<file path="config.mk">
export PLATFORM = sky130hd
export DESIGN_NAME = layer_sched_fsm
export DESIGN_NICKNAME = d
export VERILOG_FILES = /design/src/rtl/polar_dec_pkg.sv /design/src/rtl/layer_beat_step.sv /design/src/rtl/layer_sched_fsm.sv
export SDC_FILE = /design/constraint.sdc
export NUM_CORES = 1
export LEC_CHECK = 0
export CORE_AREA = 5 5 123 125
export DETAILED_ROUTE_END_ITERATION = 10
export DIE_AREA = 0 0 128 130
export PLACE_DENSITY_LB_ADDON = 0.1
export SLEW_MARGIN = 20
export SYNTH_ARGS = -nofsm -noshare
export SYNTH_HDL_FRONTEND = slang
export SYNTH_HIERARCHICAL = 1
export SYNTH_SLANG_ARGS = --single-unit
</file>
<file path="constraint.sdc">
create_clock -name clk -period 5.15 [get_ports clk]
set_input_delay 1.03 -clock clk [delete_from_list [all_inputs] [get_ports clk]]
set_output_delay 1.03 -clock clk [all_outputs]
set_load 0.01 [all_outputs]
</file>
<file path="src/rtl/polar_dec_pkg.sv">
// Shared types and default sizes for the polar decoder layer scheduler.
package polar_dec_pkg;

    localparam int N_LOG_DEF       = 10;
    localparam int ADDR_WIDTH_DEF  = 11;
    localparam int LAYER_WIDTH_DEF = 4;
    localparam int PE_NUM_DEF      = 64;

    // F combines two LLR halves, G uses the partial-sum hard decisions.
    typedef enum logic {
        OP_F = 1'b0,
        OP_G = 1'b1
    } op_type_e;

    typedef enum logic [2:0] {
        IDLE,
        LOAD,
        OP,
        LEAF,
        DONE
    } state_e;

endpackage

</file>
<file path="src/rtl/layer_beat_step.sv">
// Beat/address stepper: for a layer and beat index, gives beat addresses, lane count
// and whether this is the final beat of the layer.
module layer_beat_step
    import polar_dec_pkg::*;
#(
    parameter int LAYER_WIDTH = LAYER_WIDTH_DEF,
    parameter int ADDR_WIDTH  = ADDR_WIDTH_DEF,
    parameter int PE_NUM      = PE_NUM_DEF,
    parameter int BEAT_WIDTH  = N_LOG_DEF
) (
    input  logic [LAYER_WIDTH-1:0]     i_layer,
    input  logic [BEAT_WIDTH-1:0]      i_beat,
    input  logic [ADDR_WIDTH-1:0]      i_rd_base,
    input  logic [ADDR_WIDTH-1:0]      i_wr_base,
    output logic [ADDR_WIDTH-1:0]      o_rd_addr,
    output logic [ADDR_WIDTH-1:0]      o_wr_addr,
    output logic [$clog2(PE_NUM):0]    o_lanes,
    output logic                       o_last
);

    localparam int PE_LOG = $clog2(PE_NUM);
    localparam int LANE_W = PE_LOG + 1;

    logic [BEAT_WIDTH-1:0] w_last_beat;

    // Layers wider than the PE array take 2^k/PE_NUM full beats; narrower ones take one partial beat.
    always_comb begin
        w_last_beat = '0;
        o_lanes     = LANE_W'(PE_NUM);
        if (int'(i_layer) >= PE_LOG) begin
            w_last_beat = BEAT_WIDTH'((1 << (int'(i_layer) - PE_LOG)) - 1);
        end else begin
            o_lanes = LANE_W'(1) << i_layer;
        end
    end

    assign o_last    = (i_beat == w_last_beat);
    assign o_rd_addr = i_rd_base + ADDR_WIDTH'(32'(i_beat) * 32'(2 * PE_NUM));
    assign o_wr_addr = i_wr_base + ADDR_WIDTH'(32'(i_beat) * 32'(PE_NUM));

endmodule

</file>
<file path="src/rtl/layer_sched_fsm.sv">
// Layer scheduler for a successive-cancellation polar decoder: walks the F/G op sequence
// from each bit's start layer down to layer 0, then requests a leaf hard decision.
// Optional LAYER_SCHED_PERF_CNT_EN adds beat_count/stall_count performance counters.
module layer_sched_fsm
    import polar_dec_pkg::*;
#(
    parameter int N_LOG            = N_LOG_DEF,
    parameter int ID_COUNTER_WIDTH = 10,
    parameter int LAYER_WIDTH      = LAYER_WIDTH_DEF,
    parameter int ADDR_WIDTH       = ADDR_WIDTH_DEF,
    parameter int PE_NUM           = PE_NUM_DEF
) (
    input  logic                        clk,
    input  logic                        rst_n,
    input  logic                        start,
    output logic                        busy,
    output logic                        done,
    output logic [ID_COUNTER_WIDTH-1:0] bit_id,
    input  logic [LAYER_WIDTH-1:0]      start_layer_num,
    input  logic [ADDR_WIDTH-1:0]       start_layer_init_addr,
    output logic                        op_valid,
    input  logic                        op_ready,
    output logic                        op_type,
    output logic [LAYER_WIDTH-1:0]      op_layer,
    output logic [ADDR_WIDTH-1:0]       op_rd_addr,
    output logic [ADDR_WIDTH-1:0]       op_wr_addr,
    output logic [$clog2(PE_NUM):0]     op_lanes,
    output logic                        leaf_valid,
    input  logic                        leaf_ack
`ifdef LAYER_SCHED_PERF_CNT_EN
    ,
    output logic [15:0]                 beat_count,
    output logic [15:0]                 stall_count
`endif
);

    localparam logic [ADDR_WIDTH-1:0]       ADDR_MSB  = {1'b1, {(ADDR_WIDTH - 1){1'b0}}};
    localparam logic [ID_COUNTER_WIDTH-1:0] BIT_LAST  = ID_COUNTER_WIDTH'((1 << N_LOG) - 1);
    localparam logic [LAYER_WIDTH-1:0]      TOP_LAYER = LAYER_WIDTH'(N_LOG - 1);

    state_e                        r_state, w_state_nxt;
    logic [ID_COUNTER_WIDTH-1:0]   r_bit_id, w_bit_id_nxt;
    logic [LAYER_WIDTH-1:0]        r_layer, w_layer_nxt;
    op_type_e                      r_type, w_type_nxt;
    logic [ADDR_WIDTH-1:0]         r_rd_base, w_rd_base_nxt;
    logic [ADDR_WIDTH-1:0]         r_wr_base, w_wr_base_nxt;
    logic [N_LOG-1:0]              r_beat, w_beat_nxt;

    logic [ADDR_WIDTH-1:0]         w_rd_addr, w_wr_addr;
    logic [$clog2(PE_NUM):0]       w_lanes;
    logic                          w_last;
    logic                          w_accept;

    layer_beat_step #(
        .LAYER_WIDTH (LAYER_WIDTH),
        .ADDR_WIDTH  (ADDR_WIDTH),
        .PE_NUM      (PE_NUM),
        .BEAT_WIDTH  (N_LOG)
    ) u_step (
        .i_layer   (r_layer),
        .i_beat    (r_beat),
        .i_rd_base (r_rd_base),
        .i_wr_base (r_wr_base),
        .o_rd_addr (w_rd_addr),
        .o_wr_addr (w_wr_addr),
        .o_lanes   (w_lanes),
        .o_last    (w_last)
    );

    assign w_accept = op_valid && op_ready;

    // State register.
    always_ff @(posedge clk) begin
        if (!rst_n) begin
            r_state <= IDLE;
        end else begin
            r_state <= w_state_nxt;
        end
    end

    // Bit index, current layer and its base addresses.
    always_ff @(posedge clk) begin
        if (!rst_n) begin
            r_bit_id  <= '0;
            r_layer   <= '0;
            r_type    <= OP_F;
            r_rd_base <= '0;
            r_wr_base <= '0;
            r_beat    <= '0;
        end else begin
            r_bit_id  <= w_bit_id_nxt;
            r_layer   <= w_layer_nxt;
            r_type    <= w_type_nxt;
            r_rd_base <= w_rd_base_nxt;
            r_wr_base <= w_wr_base_nxt;
            r_beat    <= w_beat_nxt;
        end
    end

    // Next-state and layer walk.
    always_comb begin
        w_state_nxt   = r_state;
        w_bit_id_nxt  = r_bit_id;
        w_layer_nxt   = r_layer;
        w_type_nxt    = r_type;
        w_rd_base_nxt = r_rd_base;
        w_wr_base_nxt = r_wr_base;
        w_beat_nxt    = r_beat;
        unique case (r_state)
            IDLE: begin
                if (start) begin
                    w_state_nxt = LOAD;
                end
            end
            LOAD: begin
                w_state_nxt = OP;
                w_beat_nxt  = '0;
                // A start layer of N_LOG means the bit begins at the root with an F.
                if (int'(start_layer_num) >= N_LOG) begin
                    w_layer_nxt   = TOP_LAYER;
                    w_type_nxt    = OP_F;
                    w_rd_base_nxt = start_layer_init_addr;
                    w_wr_base_nxt = (start_layer_init_addr >> 1) | ADDR_MSB;
                end else begin
                    w_layer_nxt   = start_layer_num;
                    w_type_nxt    = OP_G;
                    w_rd_base_nxt = start_layer_init_addr << 1;
                    w_wr_base_nxt = start_layer_init_addr;
                end
            end
            OP: begin
                if (w_accept) begin
                    if (!w_last) begin
                        w_beat_nxt = r_beat + N_LOG'(1);
                    end else begin
                        w_beat_nxt = '0;
                        if (r_layer == '0) begin
                            w_state_nxt = LEAF;
                        end else begin
                            // Each lower layer reads what the layer above just wrote.
                            w_layer_nxt   = r_layer - LAYER_WIDTH'(1);
                            w_type_nxt    = OP_F;
                            w_rd_base_nxt = r_wr_base;
                            w_wr_base_nxt = (r_wr_base >> 1) | ADDR_MSB;
                        end
                    end
                end
            end
            LEAF: begin
                if (leaf_ack) begin
                    if (r_bit_id == BIT_LAST) begin
                        w_state_nxt  = DONE;
                        w_bit_id_nxt = '0;
                    end else begin
                        w_state_nxt  = LOAD;
                        w_bit_id_nxt = r_bit_id + ID_COUNTER_WIDTH'(1);
                    end
                end
            end
            DONE: begin
                w_state_nxt = IDLE;
            end
            default: begin
                w_state_nxt = IDLE;
            end
        endcase
    end

    assign busy       = (r_state == LOAD) || (r_state == OP) || (r_state == LEAF);
    assign done       = (r_state == DONE);
    assign leaf_valid = (r_state == LEAF);
    assign bit_id     = r_bit_id;
    assign op_valid   = (r_state == OP);

    // Op fields read as zero outside OP so idle outputs are clean.
    assign op_type    = op_valid ? logic'(r_type) : 1'b0;
    assign op_layer   = op_valid ? r_layer : '0;
    assign op_rd_addr = op_valid ? w_rd_addr : '0;
    assign op_wr_addr = op_valid ? w_wr_addr : '0;
    assign op_lanes   = op_valid ? w_lanes : '0;

`ifdef LAYER_SCHED_PERF_CNT_EN
    logic [15:0] r_beat_cnt, r_stall_cnt;

    // Saturating accepted-beat and backpressure-cycle counters, cleared by a new codeword.
    always_ff @(posedge clk) begin
        if (!rst_n) begin
            r_beat_cnt  <= '0;
            r_stall_cnt <= '0;
        end else if ((r_state == IDLE) && start) begin
            r_beat_cnt  <= '0;
            r_stall_cnt <= '0;
        end else begin
            if (w_accept && (r_beat_cnt != 16'hFFFF)) begin
                r_beat_cnt <= r_beat_cnt + 16'd1;
            end
            if (op_valid && !op_ready && (r_stall_cnt != 16'hFFFF)) begin
                r_stall_cnt <= r_stall_cnt + 16'd1;
            end
        end
    end

    assign beat_count  = r_beat_cnt;
    assign stall_count = r_stall_cnt;
`endif

endmodule
</file>
# == Yosys cells after proc, flatten, opt, wreduce, memory -nomap -nowiden ==
# Index checks and enable logic that the tools add are counted.
# totals
regBits,50
latchBits,0
ramBits,0
rom_bits,0
input_bits,20
out_inout_bits,48
wordCells,78
n_memories,0
# classes
n_addsub,7
mul,0
div_mod_pow,0
order_cmp,2
eq_ne,12
shift,2
muxes,38
bitwise,0
reduce_logical,10
# ops
cell,count
$mux W11,10
$pmux W11 S2,2
$mux W10,4
$shl A1 B32 Y10 const A,1
$add A11 B11 Y11,2
$add A10 B1 Y10 const B,2
$mux W4,5
$pmux W10 S2,1
$mux W3,6
$mux W7,2
$pmux W3 S4,1
$eq A10 B10 Y1,1
$eq A10 B10 Y1 const B,1
$sub A10 B2 Y10 const B,1
$ne A2 B1 Y1 const B,4
$pmux W4 S2,1
$shl A1 B4 Y7 const A,1
$eq A3 B2 Y1 const B,2
$mux W1,5
$reduce_and A5 Y1,1
$sub A4 B3 Y5 const B,1
$ge A4 B3 Y1 const B,1
$ge A4 B4 Y1 const B,1
$logic_not A4 Y1,1
other kinds (11),14

# == Longest topological paths before layout ==
# Gate-level depths: netlist of the first run.
# depth
ltp_word,8
ltp_mapped,18

# == Modules after synthesis ==
# Netlist of the first run, hierarchy kept.
# modules_own_cells
module,instances,cells_per_inst,area_each_um2,seq_area_each_um2
layer_sched_fsm,1,291,2349.8,800.8
layer_beat_step,1,128,902.1,0.0

# == Least setup slack after synthesis of the first run ==
# Ideal clock, no wire load.
# synth_timing
path_type,reg2reg
start,register r_layer[2]
end,register r_rd_base[3]
setup_ps,117
arrival_ps,3886
required_ps,5033
slack_ps,1147
path_stages_with_launch,19
synth_period_minus_slack_ps,4003
cell_sequence,dfxtp_1 > ha_1 > inv_1 > ha_1 > inv_1 > nor4_4 > inv_1 > ha_1 > nand4bb_1 > a21oi_1 > o2111ai_1 > a31oi_1 > mux2i_1 > nor4_1 > a21oi_1 > or2_1 > buf_2 > buf_6 > a32o_1
# synth_via
elab_chain_cells,7
word_cells_on_any_way,10
classes_between,add/sub (2); order compare (1); eq/ne (3); shift (1); mux (1); reduce/logical (2)
# synth_lines
item,line_no,source
from (decl),layer_sched_fsm.sv:43,"logic [LAYER_WIDTH-1:0] r_layer, w_layer_nxt;"
from (signal assigned),layer_sched_fsm.sv:92,r_layer <= w_layer_nxt;
$sub A4 B3 Y5,layer_beat_step.sv:31,w_last_beat = BEAT_WIDTH'((1 << (int'(i_layer) - PE_LOG)) - 1);
$shl A1 B32 Y10,layer_beat_step.sv:31,
$sub A10 B2 Y10,layer_beat_step.sv:31,
$mux W10 (*),layer_beat_step.sv:30,if (int'(i_layer) >= PE_LOG) begin
$eq A10 B10 Y1 (*),layer_beat_step.sv:37,assign o_last = (i_beat == w_last_beat);
via w_last,layer_sched_fsm.sv:51,logic w_last;
$ne A2 B1 Y1 (no source line) (*),n/a,
$reduce_and A4 Y1 (no source line) (*),n/a,
to (signal assigned),layer_sched_fsm.sv:94,r_rd_base <= w_rd_base_nxt;
to (decl),layer_sched_fsm.sv:45,"logic [ADDR_WIDTH-1:0] r_rd_base, w_rd_base_nxt;"
# Mark *: on every way through the listed nets, which the timed path passes. The rest lies on a longest branch.
# A chain may end at the register's enable or synchronous reset.

# == Worst setup path after layout of the first run ==
# layout_timing
start,register r_layer[2]
end,register r_rd_base[9]
# The elaborated chain is that of the path after synthesis.

==> flow_metrics.env, run 1 <==
export IMPL_drt_wirelength_per_cell_um=14.8
export IMPL_ys_warn_count=6
export IMPL_slew_headroom=0.440
export IMPL_timing_rr_start="r_layer[2]$_SDFFE_PN0P_"
export IMPL_synth_seq_area_share=0.246
export IMPL_grt_util_all_layers=0.117
export IMPL_dp_hpwl_um=7180
export IMPL_clock_sinks=40
export IMPL_grt_pass1_vias=3077
export IMPL_vias_per_cell=4.81
export IMPL_drv_cap=0
export IMPL_min_from="r_rd_base[0]$_SDFFE_PN0P_"
export IMPL_hp_class="flip-flop to flip-flop"
export IMPL_dp_slack_ns=0.985
export IMPL_finalSetupViolations=0
export IMPL_crit_fanout=15
export IMPL_die_h_um=130
export IMPL_antenna_found_initial=0
export IMPL_comb_power_share=0.321
export IMPL_cts_setup_buffers=0
export IMPL_synth_fp_nets=454
export IMPL_finalWorstSetupSlack_ns=0.943
export IMPL_tightest_slew_ns=0.839
export IMPL_fin_setup_tns_ns=0
export IMPL_layout_commonest_cell="clkdlybuf4s50_1"
export IMPL_post_place_cells=637
export IMPL_final_nets=499
export IMPL_ir_worst_vdd_v=0.000112
export IMPL_p_leak_nw=1.58
export IMPL_clkPwrFrac=0.317
export IMPL_port_buffers=67
export IMPL_critical_path_arrival_ns=4.38
export IMPL_reg2reg_slack_ns=0.94
export IMPL_wl_um=9540
export IMPL_min_period_ns=4.21
export IMPL_cts_resized_gates=0
export IMPL_grt_max_degree=37
export IMPL_utilization=0.301
export IMPL_holdPathStages=2
export IMPL_drtPass1Iterations=4
export IMPL_status="completed"
export IMPL_synth_seq_cells=40
export IMPL_synth_edf_count=0
export IMPL_rsz0062_at_grt="false"
export IMPL_insertion_delay_ns=0.28
export IMPL_p_sw_uw=347
export IMPL_timing_fmax_ghz=0.238
export IMPL_drv_slew=0
export IMPL_drt_iter0_drc=187
export IMPL_start_util=0.236
export IMPL_clk_pin_slew_ns=0.06
export IMPL_skew_ns=0.00652
export IMPL_hold_path_end="r_rd_base[0]$_SDFFE_PN0P_"
export IMPL_swShare=0.343
export IMPL_ys_flop_type="dfxtp_1"
export IMPL_end_kind="flip-flop"
export IMPL_cts_root_buf="clkbuf_16"
export IMPL_detail_route_antenna_nets=0
export IMPL_fp_coreArea_um2=13800
export IMPL_synthCells=419
export IMPL_hold_buffers=0
export IMPL_cts_buffers=5
export IMPL_vias=3104
export IMPL_design_area_um2=4140
export IMPL_areaGrowthSynthToFinish_pct=27.4
export IMPL_max_stage_delay_ns=0.46
export IMPL_grt_pass1_wl_um=16000
export IMPL_num_rows=43
export IMPL_postSynthAreaPerCell_um2=7.76
export IMPL_p_per_area_nw_per_um2=244
export IMPL_drive_gt1_frac=0.0559
export IMPL_htree_levels=2
export IMPL_place_area_um2=3990
export IMPL_gp_congestion=0.866
export IMPL_instances_no_fill=645
export IMPL_final_cell_mix="clkdlybuf4s50_1 (67), dfxtp_1 (40), and2_1 (35)"
export IMPL_dieArea_um2=16600
export IMPL_whs_ns=0.477
export IMPL_cts_tree="done"
export IMPL_total_power_mw=1.01
export IMPL_r2r_end="r_rd_base[9]$_SDFFE_PN0P_"
export IMPL_post_route_drc_count=0
export IMPL_crit_chain="ha_1, inv_1, ha_1, inv_1, nor4_4, inv_1, ha_1, nand4bb_1, a21oi_1, o2111ai_1, a31oi_1, mux2i_1, nor4_1, buf_4, a21oi_1, or2_1, a32o_1"
export IMPL_synthArstFlopShare=0
export IMPL_synth_distinct_cells=64
export IMPL_crit_type="flip-flop to flip-flop"
export IMPL_fp_dieW_um=128
export IMPL_ios=68
export IMPL_final_hold_violation_count=0
export IMPL_final_period_utilization=0.817
export IMPL_cp_start_kind="flip-flop"
export IMPL_p_int_uw=662
export IMPL_reg2reg_depth=17
export IMPL_overflow=0
export IMPL_slowest_stage="or2_1"
export IMPL_netlist_area_um2=3250
export IMPL_seqPwrFrac=0.362
export IMPL_antenna_cells=0
export IMPL_cts_path_max_buffers=2
export IMPL_fillers=1545
export IMPL_cp_required_ns=5.32
## flip-flops by register name, indices dropped and copies added (netlist names)
| register | flops |
|---|---|
| r_beat | 10 |
| r_layer | 4 |
| r_wr_base | 2 |
| r_type | 1 |
| bit_id | 10 |
| r_state | 3 |
| r_rd_base | 10 |
## synth_stat cells, types with 3 or more instances
| cell type | number | share of area |
|---|---|---|
| dfxtp_1 | 40 | 0.25 |
| and2_1 | 35 | 0.067 |
| nand2_1 | 30 | 0.035 |
| nor2_1 | 27 | 0.031 |
| o21ai_0 | 25 | 0.038 |
| a21oi_1 | 23 | 0.035 |
| inv_1 | 23 | 0.027 |
| nor3_1 | 20 | 0.031 |
| buf_4 | 15 | 0.035 |
| clkbuf_1 | 14 | 0.016 |
| ha_1 | 13 | 0.050 |
| xnor2_1 | 12 | 0.032 |
| mux2i_1 | 11 | 0.034 |
| xor2_1 | 11 | 0.030 |
| or3_1 | 10 | 0.019 |
| a32o_1 | 9 | 0.028 |
| nor4_1 | 9 | 0.017 |
| nand3_1 | 8 | 0.012 |
| and3_1 | 7 | 0.013 |
| buf_2 | 6 | 0.0092 |
| a211oi_1 | 5 | 0.012 |
| a21o_1 | 5 | 0.012 |
| nand2b_1 | 5 | 0.0096 |
| nand4_1 | 4 | 0.0077 |
| and4_1 | 3 | 0.0081 |
| nor3b_1 | 3 | 0.0069 |
| o31a_1 | 3 | 0.0081 |
## routing by layer
| layer | track usage | vias to the layer above | routed length [um] |
|---|---|---|---|
| li1 | - | 1573 | - |
| met1 | 0.161 | 1449 | 4670 |
| met2 | 0.190 | 74 | 4330 |
| met3 | 0.0225 | 8 | 416 |
| met4 | 0.0281 | 0 | 121 |
| met5 | 0 | - | 0 |
## power groups by stage
stage | registers, mW | logic (mW) | clock network [mW]
3_5_place_dp | 0.372 | 0.325 | 0
6_report | 0.365 | 0.324 | 0.320
3_3_place_gp | 0.371 | 0.325 | 0
2_1_floorplan | 0.360 | 0.247 | 0
4_1_cts | 0.365 | 0.327 | 0.331
5_1_grt | 0.371 | 0.364 | 0.338
## cell families after synthesis
kind of cell / share of synthesized area
flip-flops: 0.246
AO/OA/AOI/OAI: 0.196
multiplexers: 0.0373
buffers and inverters: 0.0950
adder cells (fa/ha/maj): 0.0623
AND/OR/NAND/NOR: 0.301
XOR/XNOR: 0.0619
## critical path, delay by kind of cell, from the launching register on
family          cells  cell delay (ns)
compound gates      5             0.94
fa+ha+maj           3             0.85
buf+inv             4             0.47
flops               1             0.34
mux                 1             0.09
simple gates        4             1.40
## worst max-delay path by stage
stage                                endpoint                    start  slack, ns
detailed placement  r_rd_base[9]$_SDFFE_PN0P_  r_layer[2]$_SDFFE_PN0P_       0.98
CTS                 r_rd_base[9]$_SDFFE_PN0P_  r_layer[2]$_SDFFE_PN0P_       0.94
finish              r_rd_base[9]$_SDFFE_PN0P_  r_layer[2]$_SDFFE_PN0P_       0.94
global placement    r_rd_base[8]$_SDFFE_PN0P_  r_layer[1]$_SDFFE_PN0P_       1.09
floorplan           r_rd_base[3]$_SDFFE_PN0P_  r_layer[2]$_SDFFE_PN0P_       1.15
global route        r_rd_base[8]$_SDFFE_PN0P_  r_layer[2]$_SDFFE_PN0P_       0.51
## final cells by class
cell class | count | area (um2) | area share
tap | 180 | 225 | 0.0544
inverter | 23 | 86.3 | 0.0208
sequential | 40 | 801 | 0.193
timing repair buffer | 76 | 738 | 0.178
multi-input combinational | 318 | 2140 | 0.517
clock inverter | 1 | 7.51 | 0.00181
clock buffer | 7 | 143 | 0.0344
(Power assumes the default switching activity.)
==> run 2, diff against run 1 <==
==> constraint.sdc (replaced) <==
create_clock -name clk -period 4.05 [get_ports clk]
set_input_delay 0.81 -clock clk [delete_from_list [all_inputs] [get_ports clk]]
set_output_delay 0.81 -clock clk [all_outputs]
set_load 0.01 [all_outputs]
==> run 2 against run 1 <==
Critical path type unchanged. Non-clock buffer count rose by 6. Worst setup slack worse by 0.56 ns. Core utilization grew 0.48 points. Final cell count is 0.93% higher. Via count fell by 0.58%. Sequential power up 24%. Maximum frequency rose by 15%.
==> flow_metrics.env, run 2 (same netlist as run 1, synthesis figures left out) <==
export IMPL_reg2reg_slack_ns=0.39
export IMPL_detail_route_antenna_nets=0
export IMPL_whs_ns=0.463
export IMPL_post_route_drc_count=0
export IMPL_grt_pass1_wl_um=16000
export IMPL_drtPass1Iterations=4
export IMPL_skew_ns=0.00528
export IMPL_holdPathStages=2
export IMPL_finalSetupViolations=0
export IMPL_wl_um=9640
export IMPL_dp_hpwl_um=7270
export IMPL_final_hold_violation_count=0
export IMPL_drt_wirelength_per_cell_um=14.8
export IMPL_hold_buffers=0
export IMPL_drive_gt1_frac=0.0764
export IMPL_fp_dieW_um=128
export IMPL_r2r_end="r_layer[3]$_SDFFE_PN0P_"
export IMPL_min_from="r_rd_base[0]$_SDFFE_PN0P_"
export IMPL_p_sw_uw=447
export IMPL_grt_max_degree=41
export IMPL_cts_tree="done"
export IMPL_final_period_utilization=0.904
export IMPL_layout_commonest_cell="clkdlybuf4s50_1"
export IMPL_insertion_delay_ns=0.28
export IMPL_antenna_cells=0
export IMPL_cts_buffers=5
export IMPL_num_rows=43
export IMPL_tightest_slew_ns=0.749
export IMPL_critical_path_arrival_ns=3.82
export IMPL_crit_fanout=14
export IMPL_slowest_stage="or3_1"
export IMPL_comb_power_share=0.337
export IMPL_final_nets=505
export IMPL_drv_cap=0
export IMPL_timing_rr_start="r_layer[1]$_SDFFE_PN0P_"
export IMPL_cp_start_kind="flip-flop"
export IMPL_max_stage_delay_ns=0.37
export IMPL_reg2reg_depth=17
export IMPL_p_leak_nw=1.61
export IMPL_areaGrowthSynthToFinish_pct=29.4
export IMPL_die_h_um=130
export IMPL_cts_root_buf="clkbuf_16"
export IMPL_cp_required_ns=4.20
export IMPL_vias=3086
export IMPL_hold_path_end="r_rd_base[0]$_SDFFE_PN0P_"
export IMPL_cts_resized_gates=0
export IMPL_p_per_area_nw_per_um2=310
export IMPL_ios=68
export IMPL_min_period_ns=3.66
export IMPL_grt_util_all_layers=0.117
export IMPL_p_int_uw=857
export IMPL_drv_slew=0
export IMPL_final_cell_mix="clkdlybuf4s50_1 (67), dfxtp_1 (40), and2_1 (35)"
export IMPL_drt_iter0_drc=201
export IMPL_seqPwrFrac=0.348
export IMPL_dieArea_um2=16600
export IMPL_hp_class="flip-flop to flip-flop"
export IMPL_clk_pin_slew_ns=0.06
export IMPL_fp_coreArea_um2=13800
export IMPL_cts_setup_buffers=0
export IMPL_rsz0062_at_grt="false"
export IMPL_gp_congestion=0.829
export IMPL_status="completed"
export IMPL_ir_worst_vdd_v=0.000162
export IMPL_vias_per_cell=4.74
export IMPL_start_util=0.236
export IMPL_htree_levels=2
export IMPL_clock_sinks=40
export IMPL_overflow=0
export IMPL_fin_setup_tns_ns=0
export IMPL_timing_fmax_ghz=0.273
export IMPL_cts_path_max_buffers=2
export IMPL_port_buffers=67
export IMPL_grt_pass1_vias=3185
export IMPL_slew_headroom=0.500
export IMPL_swShare=0.343
export IMPL_antenna_found_initial=0
export IMPL_crit_chain="ha_1, inv_1, ha_1, inv_1, nor4_4, inv_1, ha_1, or3_1, a21oi_1, xnor2_1, o211ai_1, nor4_2, buf_4, a21oi_1, buf_4, o311ai_2, o31ai_2"
export IMPL_end_kind="flip-flop"
export IMPL_clkPwrFrac=0.315
export IMPL_crit_type="flip-flop to flip-flop"
-- run 2: cell count changes in the layout (fill, tap and decap cells not counted) --
cell and delta:
buf_4 +6, nor4_1 -1, nor4_2 +1, o311ai_0 -1
o311ai_2 +1, or2_1 -1, or2_4 +1, or3_1 -1
or3_4 +1
-- run 2: metal layers --
layer  up-vias  GRT usage  routed length, um  part of all wire
met5         -          0                  0                 0
met4         0     0.0387                182             0.019
met3        14     0.0205                370             0.038
met2        72      0.193               4310              0.45
met1      1414      0.157               4770              0.50
li1       1586          -                  -                 -
-- run 2: worst max-delay path, delay by kind of cell (launching register included) --
| family | cells | cell delay [ns] |
|---|---|---|
| fa+ha+maj | 3 | 0.71 |
| compound gates | 5 | 0.78 |
| xor+xnor | 1 | 0.14 |
| flops | 1 | 0.34 |
| simple gates | 3 | 0.97 |
| buf+inv | 5 | 0.58 |
-- run 2: worst max path at each step --
stage,endpoint,from,depth (start not counted)
final,r_layer[3]$_SDFFE_PN0P_,r_layer[1]$_SDFFE_PN0P_,17
after CTS,r_rd_base[4]$_SDFFE_PN0P_,r_layer[1]$_SDFFE_PN0P_,17
after floorplan,r_rd_base[3]$_SDFFE_PN0P_,r_layer[2]$_SDFFE_PN0P_,18
after detailed placement,r_rd_base[5]$_SDFFE_PN0P_,r_layer[1]$_SDFFE_PN0P_,17
after global placement,r_rd_base[8]$_SDFFE_PN0P_,r_layer[1]$_SDFFE_PN0P_,17
after global routing,r_layer[3]$_SDFFE_PN0P_,r_layer[1]$_SDFFE_PN0P_,17
-- run 2: power groups by stage --
stage / registers [mW] / clock network, mW / logic [mW]
3_5_place_dp: 0.464 / 0 / 0.432
2_1_floorplan: 0.458 / 0 / 0.314
5_1_grt: 0.460 / 0.442 / 0.491
6_report: 0.454 / 0.410 / 0.439
4_1_cts: 0.455 / 0.421 / 0.435
3_3_place_gp: 0.463 / 0 / 0.436
-- run 2: cell type report --
type	instances	area, um2
Fill cell	1543	9560
Inverter	23	86.3
Timing Repair Buffer	82	783
Clock buffer	7	143
Sequential cell	40	801
Clock inverter	1	7.51
Tap cell	180	225
Multi-Input combinational cell	318	2160
-- run 2: metrics by stage --
step	worst slack (ns)	util	total power [mW]	std cells	area (um2)
floorplan	0.0469	-	0.772	419	3250
CTS	0.134	0.304	1.31	651	4190
global placement	0.204	0.293	0.899	643	4040
finish	0.387	0.306	1.30	651	4210
global route	0.00109	0.306	1.39	651	4210
detailed placement	0.169	0.293	0.896	643	4040
==> run 3, diff against run 2 <==
--- a/config.mk
+++ b/config.mk
@@ -8,8 +8,9 @@
 export CORE_AREA = 5 5 123 125
 export DETAILED_ROUTE_END_ITERATION = 10
 export DIE_AREA = 0 0 128 130
+export GPL_TIMING_DRIVEN = 0
 export PLACE_DENSITY_LB_ADDON = 0.1
-export SLEW_MARGIN = 20
+export SLEW_MARGIN = 5
 export SYNTH_ARGS = -nofsm -noshare
 export SYNTH_HDL_FRONTEND = slang
 export SYNTH_HIERARCHICAL = 1
==> run 3 against run 2 <==
Clock-buffer cell count decreased by 2. Sequential share of layout area decreased by 0.64 points. Clock power decreased by 3%. Via count increased by 4.1%. Power increased by 3.7%. Final cell count increased by 4.1%. Core utilization increased by 1.5 points. Critical endpoint is now r_rd_base[5]$_SDFFE_PN0P_. Highest routed layer unchanged.
==> flow_metrics.env, run 3 (same netlist as run 1, synthesis figures left out) <==
export IMPL_clock_sinks=40
export IMPL_cts_tree="done"
export IMPL_post_place_cells=666
export IMPL_clk_pin_slew_ns=0.06
export IMPL_timing_rr_start="r_layer[2]$_SDFFE_PN0P_"
export IMPL_drt_iter0_drc=176
export IMPL_drt_wirelength_per_cell_um=15.1
export IMPL_crit_chain="ha_1, inv_1, ha_4, inv_2, nor4_4, inv_1, ha_4, nand4bb_4, a21oi_2, o2111ai_1, a31oi_1, mux2i_1, nor4_4, buf_4, a21oi_4, or2_4, buf_6, a32o_1"
export IMPL_drive_gt1_frac=0.118
export IMPL_wl_um=10200
export IMPL_rsz0062_at_grt="false"
export IMPL_fp_coreArea_um2=13800
export IMPL_post_route_drc_count=0
export IMPL_crit_type="flip-flop to flip-flop"
export IMPL_grt_pass1_wl_um=16800
export IMPL_timing_fmax_ghz=0.260
export IMPL_cp_required_ns=4.22
export IMPL_antenna_cells=0
export IMPL_areaGrowthSynthToFinish_pct=35.9
export IMPL_utilization=0.321
export IMPL_final_cell_mix="clkdlybuf4s50_1 (67), dfxtp_1 (37), and2_1 (35)"
export IMPL_p_leak_nw=1.71
export IMPL_min_from="r_rd_base[0]$_SDFFE_PN0P_"
export IMPL_min_period_ns=3.84
export IMPL_slowest_stage="dfxtp_4"
export IMPL_ios=68
export IMPL_finalWorstSetupSlack_ns=0.206
export IMPL_max_stage_delay_ns=0.39
export IMPL_instances_no_fill=678
export IMPL_hp_class="flip-flop to flip-flop"
export IMPL_ir_worst_vdd_v=0.000135
export IMPL_worstSetupEndpoint="r_rd_base[5]$_SDFFE_PN0P_"
export IMPL_reg2reg_slack_ns=0.21
export IMPL_grt_util_all_layers=0.124
export IMPL_gp_congestion=0.827
export IMPL_design_area_um2=4420
export IMPL_vias=3212
export IMPL_p_per_area_nw_per_um2=306
export IMPL_critPathLaunch="r_layer[2]$_SDFFE_PN0P_"
export IMPL_dp_slack_ns=-0.958
export IMPL_final_nets=532
export IMPL_cts_root_buf="clkbuf_16"
export IMPL_final_hold_violation_count=0
export IMPL_die_h_um=130
export IMPL_antenna_found_initial=0
export IMPL_end_kind="flip-flop"
export IMPL_skew_ns=0.00700
export IMPL_vias_per_cell=4.74
export IMPL_grt_pass1_vias=3256
export IMPL_final_period_utilization=0.949
export IMPL_drtPass1Iterations=4
export IMPL_critical_path_arrival_ns=4.02
export IMPL_cts_buffers=5
export IMPL_drv_cap=0
export IMPL_htree_levels=2
export IMPL_insertion_delay_ns=0.29
export IMPL_r2r_end="r_rd_base[5]$_SDFFE_PN0P_"
export IMPL_slew_headroom=0.531
export IMPL_layout_commonest_cell="clkdlybuf4s50_1"
export IMPL_finalSetupViolations=0
export IMPL_place_area_um2=4150
export IMPL_dp_hpwl_um=7880
export IMPL_crit_fanout=10
export IMPL_num_rows=43
export IMPL_reg2reg_depth=18
export IMPL_fillers=1521
export IMPL_start_util=0.236
export IMPL_dieArea_um2=16600
export IMPL_port_buffers=67
export IMPL_drv_slew=0
export IMPL_fp_dieW_um=128
export IMPL_cts_path_max_buffers=2
export IMPL_grt_max_degree=14
export IMPL_tightest_slew_ns=0.696
export IMPL_overflow=0
export IMPL_status="completed"
export IMPL_detail_route_antenna_nets=0
export IMPL_cp_start_kind="flip-flop"
## run 3: through the flow
| step | TNS (ns) | hold WS (ns) | power, mW |
|---|---|---|---|
| after floorplan | 0 | 0.443 | 0.772 |
| after global routing | 0 | 0.499 | 1.44 |
| after global placement | -20.45 | 0.458 | 0.921 |
| after detailed placement | -20.85 | 0.461 | 0.924 |
| final | 0 | 0.467 | 1.35 |
| after CTS | 0 | 0.473 | 1.35 |
## run 3: area by class of cell
cell class                 instances  area [um2]  share of cell area
clock buffer                       5         125              0.0283
buffer                            36         214              0.0484
multi-input combinational        318        2220               0.503
clock inverter                     3        18.8             0.00425
timing repair buffer              73         716               0.162
inverter                          23        86.3              0.0195
sequential                        40         812               0.184
tap                              180         225              0.0510
## run 3: worst min-delay path by stage
stage / to / slack, ns / cells past startpoint
floorplan: r_rd_base[0]$_SDFFE_PN0P_ / 0.44 / 2
global placement: r_rd_base[0]$_SDFFE_PN0P_ / 0.46 / 2
detailed placement: r_rd_base[0]$_SDFFE_PN0P_ / 0.46 / 2
CTS: r_rd_base[0]$_SDFFE_PN0P_ / 0.47 / 2
global route: r_rd_base[0]$_SDFFE_PN0P_ / 0.50 / 2
finish: r_rd_base[0]$_SDFFE_PN0P_ / 0.47 / 2
## run 3: critical path, delay by kind of cell (launching register included)
family,cells,cell delay [ns]
compound gates,5,0.83
fa+ha+maj,3,0.65
buf+inv,5,0.58
flops,1,0.39
mux,1,0.16
simple gates,4,1.09
## run 3: power breakdown
part	switching, mW	internal, mW
logic	0.265	0.224
clock network	0.169	0.227
registers	0.0427	0.425
total	0.476	0.876
## run 3: routing by layer
metal | vias up | GRT usage | share of wire
li1 | 1645 | - | -
met5 | - | 0 | 0
met4 | 0 | 0.0256 | 0.0083
met3 | 6 | 0.0221 | 0.047
met2 | 79 | 0.204 | 0.46
met1 | 1482 | 0.172 | 0.48
## run 3: what timing repair did
action,CTS,global route
buffers inserted,1,5
gates resized for setup,13,6
setup endpoints to repair,28,26
pin swaps,2,4
hold buffers,0,0
